--- src/rtl/syn_fgyrus_pcm_loader.sv ---
// PCM-to-FFT-cache loader: reads one N-sample frame per enabled channel,
// applies the window coefficient (or bypasses it) and writes complex words
// into the FFT cache at bit-reversed addresses.
module syn_fgyrus_pcm_loader #(
  parameter int NUM_CHNNLS = 2,
  parameter int FFT_ADDR_W = 7,
  parameter int PCM_W      = 16,
  parameter int WIN_W      = 16,
  localparam int CH_W      = (NUM_CHNNLS > 1) ? $clog2(NUM_CHNNLS) : 1
) (
  input  logic                        clk_ir,
  input  logic                        rst_il,
  input  logic                        pcm_rdy_ih,
  input  logic                        abort_ih,
  input  logic [NUM_CHNNLS-1:0]       cfg_chnnl_en_id,
  input  logic                        cfg_win_bypass_ih,
  output logic                        pcm_rd_en_oh,
  output logic [FFT_ADDR_W-1:0]       pcm_rd_addr_od,
  input  logic [NUM_CHNNLS*PCM_W-1:0] pcm_rdata_id,
  output logic                        win_rd_en_oh,
  output logic [FFT_ADDR_W-1:0]       win_rd_addr_od,
  input  logic [WIN_W-1:0]            win_rdata_id,
  output logic                        cache_wr_en_oh,
  output logic [CH_W+FFT_ADDR_W-1:0]  cache_wr_addr_od,
  output logic [2*PCM_W-1:0]          cache_wr_data_od,
  output logic                        busy_oh,
  output logic                        done_oh,
  output logic                        overrun_oh
);

  localparam int P_W = PCM_W + WIN_W + 1;

  typedef enum logic [1:0] {IDLE, LOAD, DRAIN} state_t;

  state_t                  state_q;
  logic [NUM_CHNNLS-1:0]   en_q;
  logic                    byp_q;
  logic                    rd_en_q;
  logic [FFT_ADDR_W-1:0]   rd_addr_q;
  logic [CH_W-1:0]         rd_ch_q;
  logic                    busy_q, done_q, ovr_q;

  logic                    s1_v_q, s2_v_q;
  logic [CH_W-1:0]         s1_ch_q, s2_ch_q;
  logic [FFT_ADDR_W-1:0]   s1_rev_q, s2_rev_q;
  logic signed [P_W-1:0]   s2_prod_q;
  logic                    wr_en_q;
  logic [CH_W+FFT_ADDR_W-1:0] wr_addr_q;
  logic [2*PCM_W-1:0]      wr_data_q;

  logic                    first_found, next_found;
  logic [CH_W-1:0]         first_ch, next_ch;
  logic signed [PCM_W-1:0] sample_sel;
  logic signed [P_W-1:0]   samp_ext, coef_ext, prod_d, rnd;
  logic [PCM_W-1:0]        result_d;

  function automatic logic [FFT_ADDR_W-1:0] bitrev(input logic [FFT_ADDR_W-1:0] x);
    logic [FFT_ADDR_W-1:0] r;
    r = '0;
    for (int unsigned b = 0; b < FFT_ADDR_W; b++) r[b] = x[FFT_ADDR_W-1-b];
    return r;
  endfunction

  // Lowest enabled channel at start, and next enabled channel above the current one.
  always_comb begin
    first_found = 1'b0;
    first_ch    = '0;
    next_found  = 1'b0;
    next_ch     = '0;
    for (int unsigned c = 0; c < NUM_CHNNLS; c++) begin
      if (cfg_chnnl_en_id[c] && !first_found) begin
        first_found = 1'b1;
        first_ch    = CH_W'(c);
      end
      if (en_q[c] && (c > int'(rd_ch_q)) && !next_found) begin
        next_found = 1'b1;
        next_ch    = CH_W'(c);
      end
    end
  end

  // Sample select, multiply, and round-half-up rescale.
  // Bypass pre-scales the sample by 2^WIN_W so the shared rounding path returns it unchanged.
  always_comb begin
    sample_sel = '0;
    for (int unsigned c = 0; c < NUM_CHNNLS; c++) begin
      if (s1_ch_q == CH_W'(c)) sample_sel = pcm_rdata_id[c*PCM_W +: PCM_W];
    end
    samp_ext = P_W'(sample_sel);
    coef_ext = P_W'(win_rdata_id);
    prod_d   = byp_q ? (samp_ext <<< WIN_W) : (samp_ext * coef_ext);
    rnd      = (s2_prod_q + (P_W'(1) <<< (WIN_W - 1))) >>> WIN_W;
    result_d = PCM_W'(rnd);
  end

  // Control FSM: frame sequencing, read issue, busy/done/overrun.
  always_ff @(posedge clk_ir or negedge rst_il) begin
    if (!rst_il) begin
      state_q   <= IDLE;
      en_q      <= '0;
      byp_q     <= 1'b0;
      rd_en_q   <= 1'b0;
      rd_addr_q <= '0;
      rd_ch_q   <= '0;
      busy_q    <= 1'b0;
      done_q    <= 1'b0;
      ovr_q     <= 1'b0;
    end else if (abort_ih) begin
      state_q   <= IDLE;
      rd_en_q   <= 1'b0;
      rd_addr_q <= '0;
      busy_q    <= 1'b0;
      done_q    <= 1'b0;
      ovr_q     <= 1'b0;
    end else begin
      done_q <= 1'b0;
      ovr_q  <= pcm_rdy_ih && busy_q;
      case (state_q)
        IDLE: begin
          if (pcm_rdy_ih) begin
            if (first_found) begin
              state_q   <= LOAD;
              en_q      <= cfg_chnnl_en_id;
              byp_q     <= cfg_win_bypass_ih;
              rd_ch_q   <= first_ch;
              rd_addr_q <= '0;
              rd_en_q   <= 1'b1;
              busy_q    <= 1'b1;
            end else begin
              done_q <= 1'b1;
            end
          end
        end
        LOAD: begin
          if (rd_addr_q == '1) begin
            rd_addr_q <= '0;
            if (next_found) begin
              rd_ch_q <= next_ch;
            end else begin
              rd_en_q <= 1'b0;
              state_q <= DRAIN;
            end
          end else begin
            rd_addr_q <= rd_addr_q + FFT_ADDR_W'(1);
          end
        end
        DRAIN: begin
          if (!s1_v_q && !s2_v_q) begin
            state_q <= IDLE;
            busy_q  <= 1'b0;
            done_q  <= 1'b1;
          end
        end
        default: state_q <= IDLE;
      endcase
    end
  end

  // Datapath pipeline: read-data stage, product stage, cache write stage.
  always_ff @(posedge clk_ir or negedge rst_il) begin
    if (!rst_il) begin
      s1_v_q    <= 1'b0;
      s1_ch_q   <= '0;
      s1_rev_q  <= '0;
      s2_v_q    <= 1'b0;
      s2_ch_q   <= '0;
      s2_rev_q  <= '0;
      s2_prod_q <= '0;
      wr_en_q   <= 1'b0;
      wr_addr_q <= '0;
      wr_data_q <= '0;
    end else if (abort_ih) begin
      s1_v_q  <= 1'b0;
      s2_v_q  <= 1'b0;
      wr_en_q <= 1'b0;
    end else begin
      s1_v_q    <= rd_en_q;
      s1_ch_q   <= rd_ch_q;
      s1_rev_q  <= bitrev(rd_addr_q);
      s2_v_q    <= s1_v_q;
      s2_ch_q   <= s1_ch_q;
      s2_rev_q  <= s1_rev_q;
      s2_prod_q <= prod_d;
      wr_en_q   <= s2_v_q;
      if (s2_v_q) begin
        wr_addr_q <= {s2_ch_q, s2_rev_q};
        wr_data_q <= {{PCM_W{1'b0}}, result_d};
      end
    end
  end

  assign pcm_rd_en_oh     = rd_en_q;
  assign pcm_rd_addr_od   = rd_addr_q;
  assign win_rd_en_oh     = rd_en_q;
  assign win_rd_addr_od   = rd_addr_q;
  assign cache_wr_en_oh   = wr_en_q;
  assign cache_wr_addr_od = wr_addr_q;
  assign cache_wr_data_od = wr_data_q;
  assign busy_oh          = busy_q;
  assign done_oh          = done_q;
  assign overrun_oh       = ovr_q;

endmodule

--- config.mk ---
export PLATFORM = sky130hd
export DESIGN_NAME = syn_fgyrus_pcm_loader
export DESIGN_NICKNAME = d
export VERILOG_FILES = /design/src/rtl/syn_fgyrus_pcm_loader.sv
export SDC_FILE = /design/constraint.sdc
export NUM_CORES = 1
export LEC_CHECK = 0
export ABC_AREA = 1
export BUFFER_PORTS_ARGS = -buffer_cell sky130_fd_sc_hd__buf_2
export CORE_MARGIN = 3
export CORE_UTILIZATION = 45
export CTS_BUF_LIST = sky130_fd_sc_hd__clkbuf_2
export DETAILED_ROUTE_END_ITERATION = 12
export PLACE_DENSITY_LB_ADDON = 0.12
export SETUP_SLACK_MARGIN = 0.4
export SYNTH_ARGS = -nofsm -noshare
export SYNTH_HDL_FRONTEND = slang
export SYNTH_SLANG_ARGS = --single-unit
--- constraint.sdc ---
create_clock -name clk_ir -period 6.4 [get_ports clk_ir]
set_input_delay 0.32 -clock clk_ir [delete_from_list [all_inputs] [get_ports clk_ir]]
set_output_delay 0.32 -clock clk_ir [all_outputs]
set_load 0.005 [all_outputs]
==> results of run 1 <==
worst max-delay path: cells and delay by family, from the launching register on:
kind	cells	cell delay [ps]
adders and majority gates	7	3290
buffers and inverters	8	780
and+or+nand+nor	8	660
AOI/OAI and AO/OA	4	670
DFF	1	510
state kept, by name, summed over array words and instances, names as in the netlist, 2 cells and up:
name,cells
cache_wr_addr_od,8
cache_wr_data_od,16
pcm_rd_addr_od,7
s1_rev_q,7
s2_prod_q,17
s2_rev_q,7
state_q,2
metrics by stage:
stage | util (%) | setup WS [ps] | cell area, um^2
2_1_floorplan | - | 482 | 12600
3_3_place_gp | 50.0 | 67.7 | 13600
3_5_place_dp | 50.0 | 20.4 | 13600
4_1_cts | 51.6 | 315 | 14000
5_1_grt | 55.4 | 73.7 | 15100
6_report | 55.4 | 389 | 15100
routing by layer:
layer  global-route usage (%)  routed length, um  up-vias
met4                     3.01                803        0
met3                     2.59               2200       45
met1                     36.6              17200     5410
li1                         -                  -     5148
met2                     43.0              18200      307
met5                        0                  0        -
worst max-delay path by stage:
| stage | from | to | cells after the start |
|---|---|---|---|
| after global placement | s1_ch_q | s2_prod_q[16] | 23 |
| after detailed placement | s1_ch_q | s2_prod_q[26] | 26 |
| after floorplan | s1_ch_q | s2_prod_q[26] | 28 |
| after CTS | s1_ch_q | s2_prod_q[16] | 28 |
| final | s1_ch_q | s2_prod_q[26] | 27 |
| after global routing | s1_ch_q | s2_prod_q[26] | 27 |
cells in the mapped netlist (5+ instances only):
cell / instances / area, um^2
a21oi_1: 51 / 255
buf_4: 26 / 195
clkbuf_1: 38 / 143
dfrtp_1: 76 / 1900
fa_1: 193 / 3860
ha_1: 116 / 1450
inv_1: 337 / 1260
inv_2: 14 / 52.6
nand2_1: 345 / 1290
nand3_1: 44 / 220
nand4_1: 8 / 50.1
nor2_1: 193 / 724
nor3_1: 18 / 90.1
o21ai_0: 60 / 300
o21ai_1: 17 / 85.1
or2_2: 18 / 113
xnor2_1: 5 / 43.8
xor2_1: 13 / 114
final cells by class:
class	instances	area, um^2
Clock inverter	6	113
Sequential cell	76	1900
Antenna cell	1	2.50
Inverter	353	1360
Timing Repair Buffer	192	1360
Clock buffer	10	50.0
Fill cell	2685	12100
Tap cell	372	465
Multi-Input combinational cell	1141	9800
Timing Repair inverter	1	8.76
logic make-up after synthesis:
logic type                 Yosys count  synth area share [%]
AOI/OAI and AO/OA                  153                  6.59
xor gates and xnor gates            18                  1.26
adders and majority gates          309                  42.3
buffers and inverters              422                  13.4
DFF                                 76                  15.1
other                                1                0.0299
and+or+nand+nor                    645                  21.2
repair_timing:
item | in CTS | in global routing
setup endpoints to repair | 17 | 17
hold buffers | 5 | 0
pin swaps | 10 | 59
resized for setup | 56 | 191
endpoints found under the hold margin | 80 | 0
setup buffers | 7 | 30
cloned | 0 | 3
==> run metrics, run 1 <==
status=completed; Seq/Total Area, Yosys=15.1%; maximum root-to-sink buffer count=2; post-DP HPWL=30500 um; leading cell type in the layout, fill and taps excluded=nand2_1; largest net degree at the start of global routing=77; Hold EP=s1_rev_q[0]; Mapped Cells=1624; WP data required=6850 ps; Crit path top cell by count=fa_1; first-pass GRT wire length=60300 um; end of the worst register-to-register path=s2_prod_q[26]; Reg2Reg Setup Slack=390 ps; CTS tree=done; Final Hold Viols=0; Die Ht=173 um; Fin Hold WS=322 ps; Initial DRT Pass Iterations=5; core box area=27200 um^2; predominant post-synthesis flop cell=dfrtp_1; Layout Skew=28.3 ps; Post-synth EDFFs=0; CTS HTree Levels=3; hold path depth=3; count of input and output buffers=98; Cell Rows=60; root buf cell=clkbuf_2; #FFs+latches synth=76; CP max FO=7; GRT Residual Overflow=0; CP endpoint kind=flip-flop; vias=10.9k; initial antenna violation count=1; Clock Pin Slew Worst Setup and Hold Paths=230 ps; Max-Cap Viols=0; Final Net Count=2138; RSZ-0062 raised after global routing=true; Cell variety after synth=44; via/cell ratio=5.07; Residual DRC=0; CTS Buf Count=9; Skew-Pair Late Insertion Delay=550 ps; Yosys Warn Count=0; R2R depth=27; Slew Limit Fails=0; routability cong.=0.944; Clock Sinks=76; Hold Path Origin=abort_ih; Mapped Area=12600 um^2; layout cells sized above 1=22.3%; most frequent cells in the layout=nand2_1, inv_1, fa_1; WS Path Type=flip-flop to flip-flop; Tmin final=6010 ps; P&R area growth vs syn=20.0%; Relative slew margins=27.9%; IO Count=115; CP Data Arrival Time=6460 ps; DR WL/cell=17.8 um; Cell Count, Final, Fillers Out=2152; Worst Hold Class=input pin to flip-flop; CP startpoint kind=flip-flop; Fmax=166 MHz; Avg Inst Size Synth=7.73 um^2; CP peak stage delay=570 ps; post-route setup TNS=0 ps; drt first-iter violations=839; ANT nets after route=0; setup violators final=0; WL final=38400 um; Slew @ Worst Pin=1080 ps; die span in x=173 um; vias in the first global route=11.2k; dpl cells=2090; Worst R2R Start=s1_ch_q; fin crit share=93.9%; die area=29900 um^2; Global Route Usage Sum=25.4%; Post-synth ARST share=100%; Worst path slowest cell=fa_1; Initial Utilization=46.2%
Power of run 1 is not shown: default switching activity piles up to over one toggle a cycle in this logic, so the estimate is an artifact.
==> run 2: changes to the inputs <==
--- a/config.mk
+++ b/config.mk
@@ -7,7 +7,9 @@
 export LEC_CHECK = 0
 export ABC_AREA = 1
 export BUFFER_PORTS_ARGS = -buffer_cell sky130_fd_sc_hd__buf_2
-export CORE_MARGIN = 3
+export CELL_PAD_IN_SITES_DETAIL_PLACEMENT = 0
+export CELL_PAD_IN_SITES_GLOBAL_PLACEMENT = 1
+export CORE_MARGIN = 10
 export CORE_UTILIZATION = 45
 export CTS_BUF_LIST = sky130_fd_sc_hd__clkbuf_2
 export DETAILED_ROUTE_END_ITERATION = 12
==> run 2 against run 1 <==
Against the previous run:
- setup slack got worse by 57 ps
- global-route usage decreased by 1.8 points
- critical path type unchanged
- highest routed layer unchanged
- first-iteration DRC count shrank 15%
- critical path depth fell by 2
- critical endpoint is now s2_prod_q[29]
==> run metrics, run 2 (synthesis results as in run 1) <==
Antenna diodes=0 (-1); first-pass GRT wire length=64600 um (+7.2%); initial antenna violation count=1 (unchanged); Initial Utilization=45.4% (-0.76 points); core box area=27600 um^2 (+1.7%); Worst Hold Class=input pin to flip-flop; Clock Sinks=76 (unchanged); layout cells sized above 1=18.2% (-4.1 points); fin crit share=94.8% (+0.89 points); routability cong.=0.914 (-3.2%); Cell Count, Final, Fillers Out=2124 (-1.3%); WS Path Type=flip-flop to flip-flop; die span in x=187 um (+8.1%); count of input and output buffers=98 (unchanged); largest net degree at the start of global routing=77 (unchanged); Max-Cap Viols=0 (unchanged); Tmin final=6070 ps (+57.0 ps); post-DP HPWL=33200 um (+8.8%); die area=35000 um^2 (+17%); CP endpoint kind=flip-flop; dpl cells=2089 (-0.048%); WL final=40300 um (+5.0%); CP max FO=11 (+4); vias in the first global route=11.5k (+2.2%); leading cell type in the layout, fill and taps excluded=nand2_1; DR WL/cell=19.0 um (+6.4%); CTS Buf Count=9 (unchanged); Fmax=165 MHz (-0.94%); max reg flops=17 (unchanged); Clock Pin Slew Worst Setup and Hold Paths=230 ps (about the same); Residual DRC=0 (unchanged); via/cell ratio=5.05 (-0.47%); ANT nets after route=0 (unchanged); CTS tree=done; Final Net Count=2106 (-1.5%); Initial DRT Pass Iterations=5 (unchanged); root buf cell=clkbuf_2; Final Hold Viols=0 (unchanged); Worst path slowest cell=fa_2; CP Data Arrival Time=6480 ps (+20 ps); drt first-iter violations=714 (-15%); most frequent cells in the layout=nand2_1, inv_1, fa_1; Global Route Usage Sum=23.6% (-1.8 points); Most flops, register=s2_prod_q; status=completed; GRT Residual Overflow=0 (unchanged); WP data required=6810 ps (-40 ps); CP peak stage delay=570 ps (about the same); CTS HTree Levels=3 (unchanged); setup violators final=0 (unchanged); maximum root-to-sink buffer count=2 (unchanged); Skew-Pair Late Insertion Delay=530 ps (-20 ps); RSZ-0062 raised after global routing=true; vias=10.7k (-1.8%); Fillers=2825 (+5.2%); Cell Rows=61 (+1.7%); CP startpoint kind=flip-flop; P&R area growth vs syn=13.8%; Slew @ Worst Pin=1110 ps (+27.6 ps); Layout Skew=37.1 ps (+8.82 ps); Die Ht=187 um (+8.1%); IO Count=115 (unchanged); Relative slew margins=26.1% (-1.8 points); Slew Limit Fails=0 (unchanged)
run 2: changes by cell type in the layout (fill, tap and decap cells not counted), sizes merged:
cell | before | now
clkbuf | 11 | 10
diode | 1 | 0
clkinvlp | 1 | 6
inv | 350 | 348
buf | 186 | 156
dlygate4sd3 | 5 | 3
bufinv | 3 | 0
run 2: critical path, delay by kind of cell, from the launching register on:
family / cells / cell delay (ps)
flip-flops: 1 / 500
AND/OR/NAND/NOR: 8 / 900
AO/OA/AOI/OAI: 4 / 660
buffers and inverters: 6 / 670
adder cells (fa/ha/maj): 7 / 3220
run 2: path summary, 6_finish.rpt:
kind / start / endpoint / slack (ps) / depth (start not counted)
setup / recovery: s1_ch_q / s2_prod_q[29] / 330 / 25
hold / removal: cfg_chnnl_en_id[0] / done_oh / 50 / 4
setup reg to reg: s1_ch_q / s2_prod_q[29] / 330 / 25
hold reg to reg: s1_rev_q[6] / s2_rev_q[6] / 480 / 2
max in group asynchronous: rst_il / s1_ch_q / 5250 / 2
min in group asynchronous: rst_il / s2_prod_q[22] / 450 / 2
run 2: area by class of cell:
| type | count | area [um^2] | area share [%] |
|---|---|---|---|
| multi-input combinational | 1141 | 9450 | 66.1 |
| sequential | 76 | 1900 | 13.3 |
| inverter | 353 | 1350 | 9.42 |
| timing repair buffer | 159 | 1020 | 7.14 |
| tap | 378 | 473 | 3.31 |
| clock buffer | 10 | 50.0 | 0.350 |
| clock inverter | 5 | 30.0 | 0.210 |
| timing repair inverter | 2 | 15.0 | 0.105 |
run 2: per-stage QoR:
stage	setup TNS, ps	setup slack (ps)	hold WS (ps)	area (um^2)	util [%]
final	0	332	45.5	14300	51.7
after global routing	0	70.6	17.4	14300	51.7
after CTS	0	338	9.81	14000	50.6
after detailed placement	-94.7	-94.7	460	13600	49.1
after global placement	-148	-148	461	13600	49.1
after floorplan	0	482	24.4	12600	-
run 2: what timing repair did:
item	4_1_cts	5_1_grt
hold endpoints to repair	75	0
pin swaps	14	9
endpoints found under the setup margin	17	17
buffers inserted	10	4
gates cloned	3	0
gates resized for setup	65	61
hold buffers	3	0
run 2: per-layer routing:
layer | global-route usage (%) | routed length [um] | up-vias
met3 | 3.58 | 2130 | 59
met5 | 0 | 0 | -
li1 | - | - | 5090
met4 | 5.86 | 1050 | 0
met2 | 38.5 | 18900 | 294
met1 | 32.1 | 18200 | 5274
Power of run 2 is left out for the same reason.
==> run 3: changes to the inputs <==
--- a/config.mk
+++ b/config.mk
@@ -5,13 +5,11 @@
 export SDC_FILE = /design/constraint.sdc
 export NUM_CORES = 1
 export LEC_CHECK = 0
-export ABC_AREA = 1
 export BUFFER_PORTS_ARGS = -buffer_cell sky130_fd_sc_hd__buf_2
 export CELL_PAD_IN_SITES_DETAIL_PLACEMENT = 0
 export CELL_PAD_IN_SITES_GLOBAL_PLACEMENT = 1
 export CORE_MARGIN = 10
-export CORE_UTILIZATION = 45
-export CTS_BUF_LIST = sky130_fd_sc_hd__clkbuf_2
+export CORE_UTILIZATION = 25
 export DETAILED_ROUTE_END_ITERATION = 12
 export PLACE_DENSITY_LB_ADDON = 0.12
 export SETUP_SLACK_MARGIN = 0.4
==> run 3 against run 2 <==
Against the previous run:
- the run now ends with setup timing left
- cell area grew 5.1%
- sequential cell count is the same
- hold slack better by 110 ps
- routed wire length shrank 4.3%
- utilization decreased by 20 points
==> run metrics, run 3 <==
Bufs and invs on worst path=7 (+1); core box area=48000 um^2 (+74%); Layout Skew=4.53 ps (-32.5 ps); Max-Cap Viols=0 (unchanged); layout cells sized above 1=23.8% (+5.6 points); count of input and output buffers=98 (unchanged); Skew-Pair Late Insertion Delay=330 ps (-200 ps); CP max FO=7 (-4); post-route setup TNS=-129 ps (-129 ps); Setup crit start=s1_ch_q; Cell Rows=80 (+31%); Relative slew margins=33.5% (+7.4 points); CP startpoint kind=flip-flop; Fillers=5129 (+82%); Mapped Cells=1334 (-18%); Cell variety after synth=60 (+36%); CTS tree=done; Final Core Density=31.3% (-20 points); setup violators final=4 (+4); Clock Pin Slew Worst Setup and Hold Paths=60 ps (-170 ps); top cell family by delay on the critical path=adder cells; top post-synthesis cells by count=inv_1, fa_1, nand2_1; worst setup margin=-47.6 ps (-380 ps); vias in the first global route=10.5k (-8.6%); Slew Limit Fails=0 (unchanged); CTS HTree Levels=3 (unchanged); Most flops, register=s2_prod_q; Final Net Count=1848 (-12%); status=finished, violations left; most frequent cells in the layout=inv_1, fa_1, nand2_1; post-DP HPWL=31200 um (-6.2%); Reg2Reg Setup Slack=-50 ps (-380 ps); Post-synth ARST share=100% (unchanged); predominant post-synthesis flop cell=dfrtp_1; Fmax=155 MHz (-5.9%); drt first-iter violations=332 (-54%); Worst R2R Start=s1_ch_q; Post-synth EDFFs=0 (unchanged); WS Path Type=flip-flop to flip-flop; Mapped Area=12200 um^2 (-2.6%); post-synth top area share=31.6% (+0.82 points); WP data required=6640 ps (-170 ps); GRT Residual Overflow=0 (unchanged); initial antenna violation count=2 (+1); CTS Buf Count=9 (unchanged); count leader, synth=inv_1; Tmin final=6450 ps (+380 ps); Seq/Total Area, Yosys=15.5% (+0.40 points); Area contributors post-synth=fa_1, dfrtp_1, ha_1, inv_1, nand2_1; die area=58200 um^2 (+66%); maximum root-to-sink buffer count=2 (unchanged); vias=9351 (-13%); Fin Hold WS=154 ps (+109 ps); worst path cell trace=buf_12 > buf_8 > mux2_4 > buf_6 > nand2_1 > fa_1 > fa_1 > fa_1 > inv_1 > fa_1 > fa_1 > inv_1 > fa_1 > inv_2 > ha_4 > and3_4 > nand4_1 > a2111o_1 > o211ai_4 > buf_12 > a31oi_4 > nor4b_1 > a21oi_1 > a32oi_1; placement-stage worst setup slack=-61.9 ps (+32.8 ps); Yosys Warn Count=0 (unchanged); ANT nets after route=0 (unchanged); root buf cell=clkbuf_16; die span in x=241 um (+29%); routability cong.=0.776 (-15%); RSZ-0062 raised after global routing=true; CP endpoint kind=flip-flop; CP peak stage delay=520 ps (-50 ps); Clock Sinks=76 (unchanged); Initial DRT Pass Iterations=5 (unchanged); P&R area growth vs syn=22.8%; Crit path top cell by count=fa_1; Residual DRC=0 (unchanged); IO Count=115 (unchanged); fin crit share=101% (+5.9 points); Die Ht=241 um (+29%); largest net degree at the start of global routing=77 (unchanged); CP Data Arrival Time=6690 ps (+210 ps); Worst Hold Class=input pin to async pin; Initial Utilization=25.5% (-20 points); failing checks=setup timing; Final Hold Viols=0 (unchanged); DR WL/cell=18.3 um (-3.4%); Avg Inst Size Synth=9.17 um^2 (+19%); Worst path slowest cell=fa_1; leading cell type in the layout, fill and taps excluded=inv_1; #FFs+latches synth=76 (unchanged); cell taking the most area after synthesis=fa_1; Global Route Usage Sum=13.7% (-9.8 points); end of the worst register-to-register path=s2_prod_q[28]; max reg flops=17 (unchanged); WL final=38600 um (-4.3%); first-pass GRT wire length=61500 um (-4.8%); Slew @ Worst Pin=998 ps (-110 ps); R2R depth=24 (-4.0%); via/cell ratio=4.44 (-12%)
==> run 3: layer usage <==
layer | track usage, % | routed length (um) | share of wire, %
met5 | 0 | 0 | 0
met4 | 2.55 | 655 | 1.7
met3 | 1.53 | 1110 | 2.9
met2 | 24.0 | 19200 | 50
met1 | 18.0 | 17600 | 46
==> run 3: worst max path at each step <==
| stage | slack [ps] | cells past startpoint | end |
|---|---|---|---|
| floorplan | 280 | 23 | s2_prod_q[25] |
| global placement | 3 | 23 | s2_prod_q[24] |
| detailed placement | -60 | 23 | s2_prod_q[24] |
| CTS | -60 | 23 | s2_prod_q[29] |
| global route | -280 | 24 | s2_prod_q[25] |
| finish | -50 | 24 | s2_prod_q[28] |
==> run 3: layout make-up <==
cell class,instances,area (um^2),share of cell area (%)
Multi-Input combinational cell,946,9640,64.2
Sequential cell,76,1900,12.7
Timing Repair Buffer,203,1490,9.89
Inverter,248,931,6.20
Tap cell,615,769,5.12
Clock buffer,12,256,1.71
Clock inverter,4,23.8,0.158
Antenna cell,1,2.50,0.0167
==> run 3: repair_timing <==
item	in CTS	in global routing
hold endpoints to repair	0	0
gates resized for setup	67	47
hold buffers	0	0
setup buffers	23	8
cloned	1	0
setup endpoints to repair	16	17
pin swaps	26	41
==> run 3: logic make-up (layout without fill, tap and decap cells) <==
group	Yosys count	after routing	share of synthesized area [%]
XOR/XNOR	30	30	2.15
flip-flops	76	76	15.5
buffers and inverters	327	467	10.8
adder cells (fa/ha/maj)	309	309	43.5
other	1	17	0.0307
multiplexers	45	45	4.18
AO/OA/AOI/OAI	147	147	7.70
AND/OR/NAND/NOR	399	399	16.1
==> run 3: metrics by stage <==
stage / instances / area [um^2]
CTS: 2096 / 14700
detailed placement: 2056 / 13900
global placement: 2056 / 13900
finish: 2105 / 15000
global route: 2104 / 15000
floorplan: 1349 / 12500
Power of run 3 is left out for the same reason.
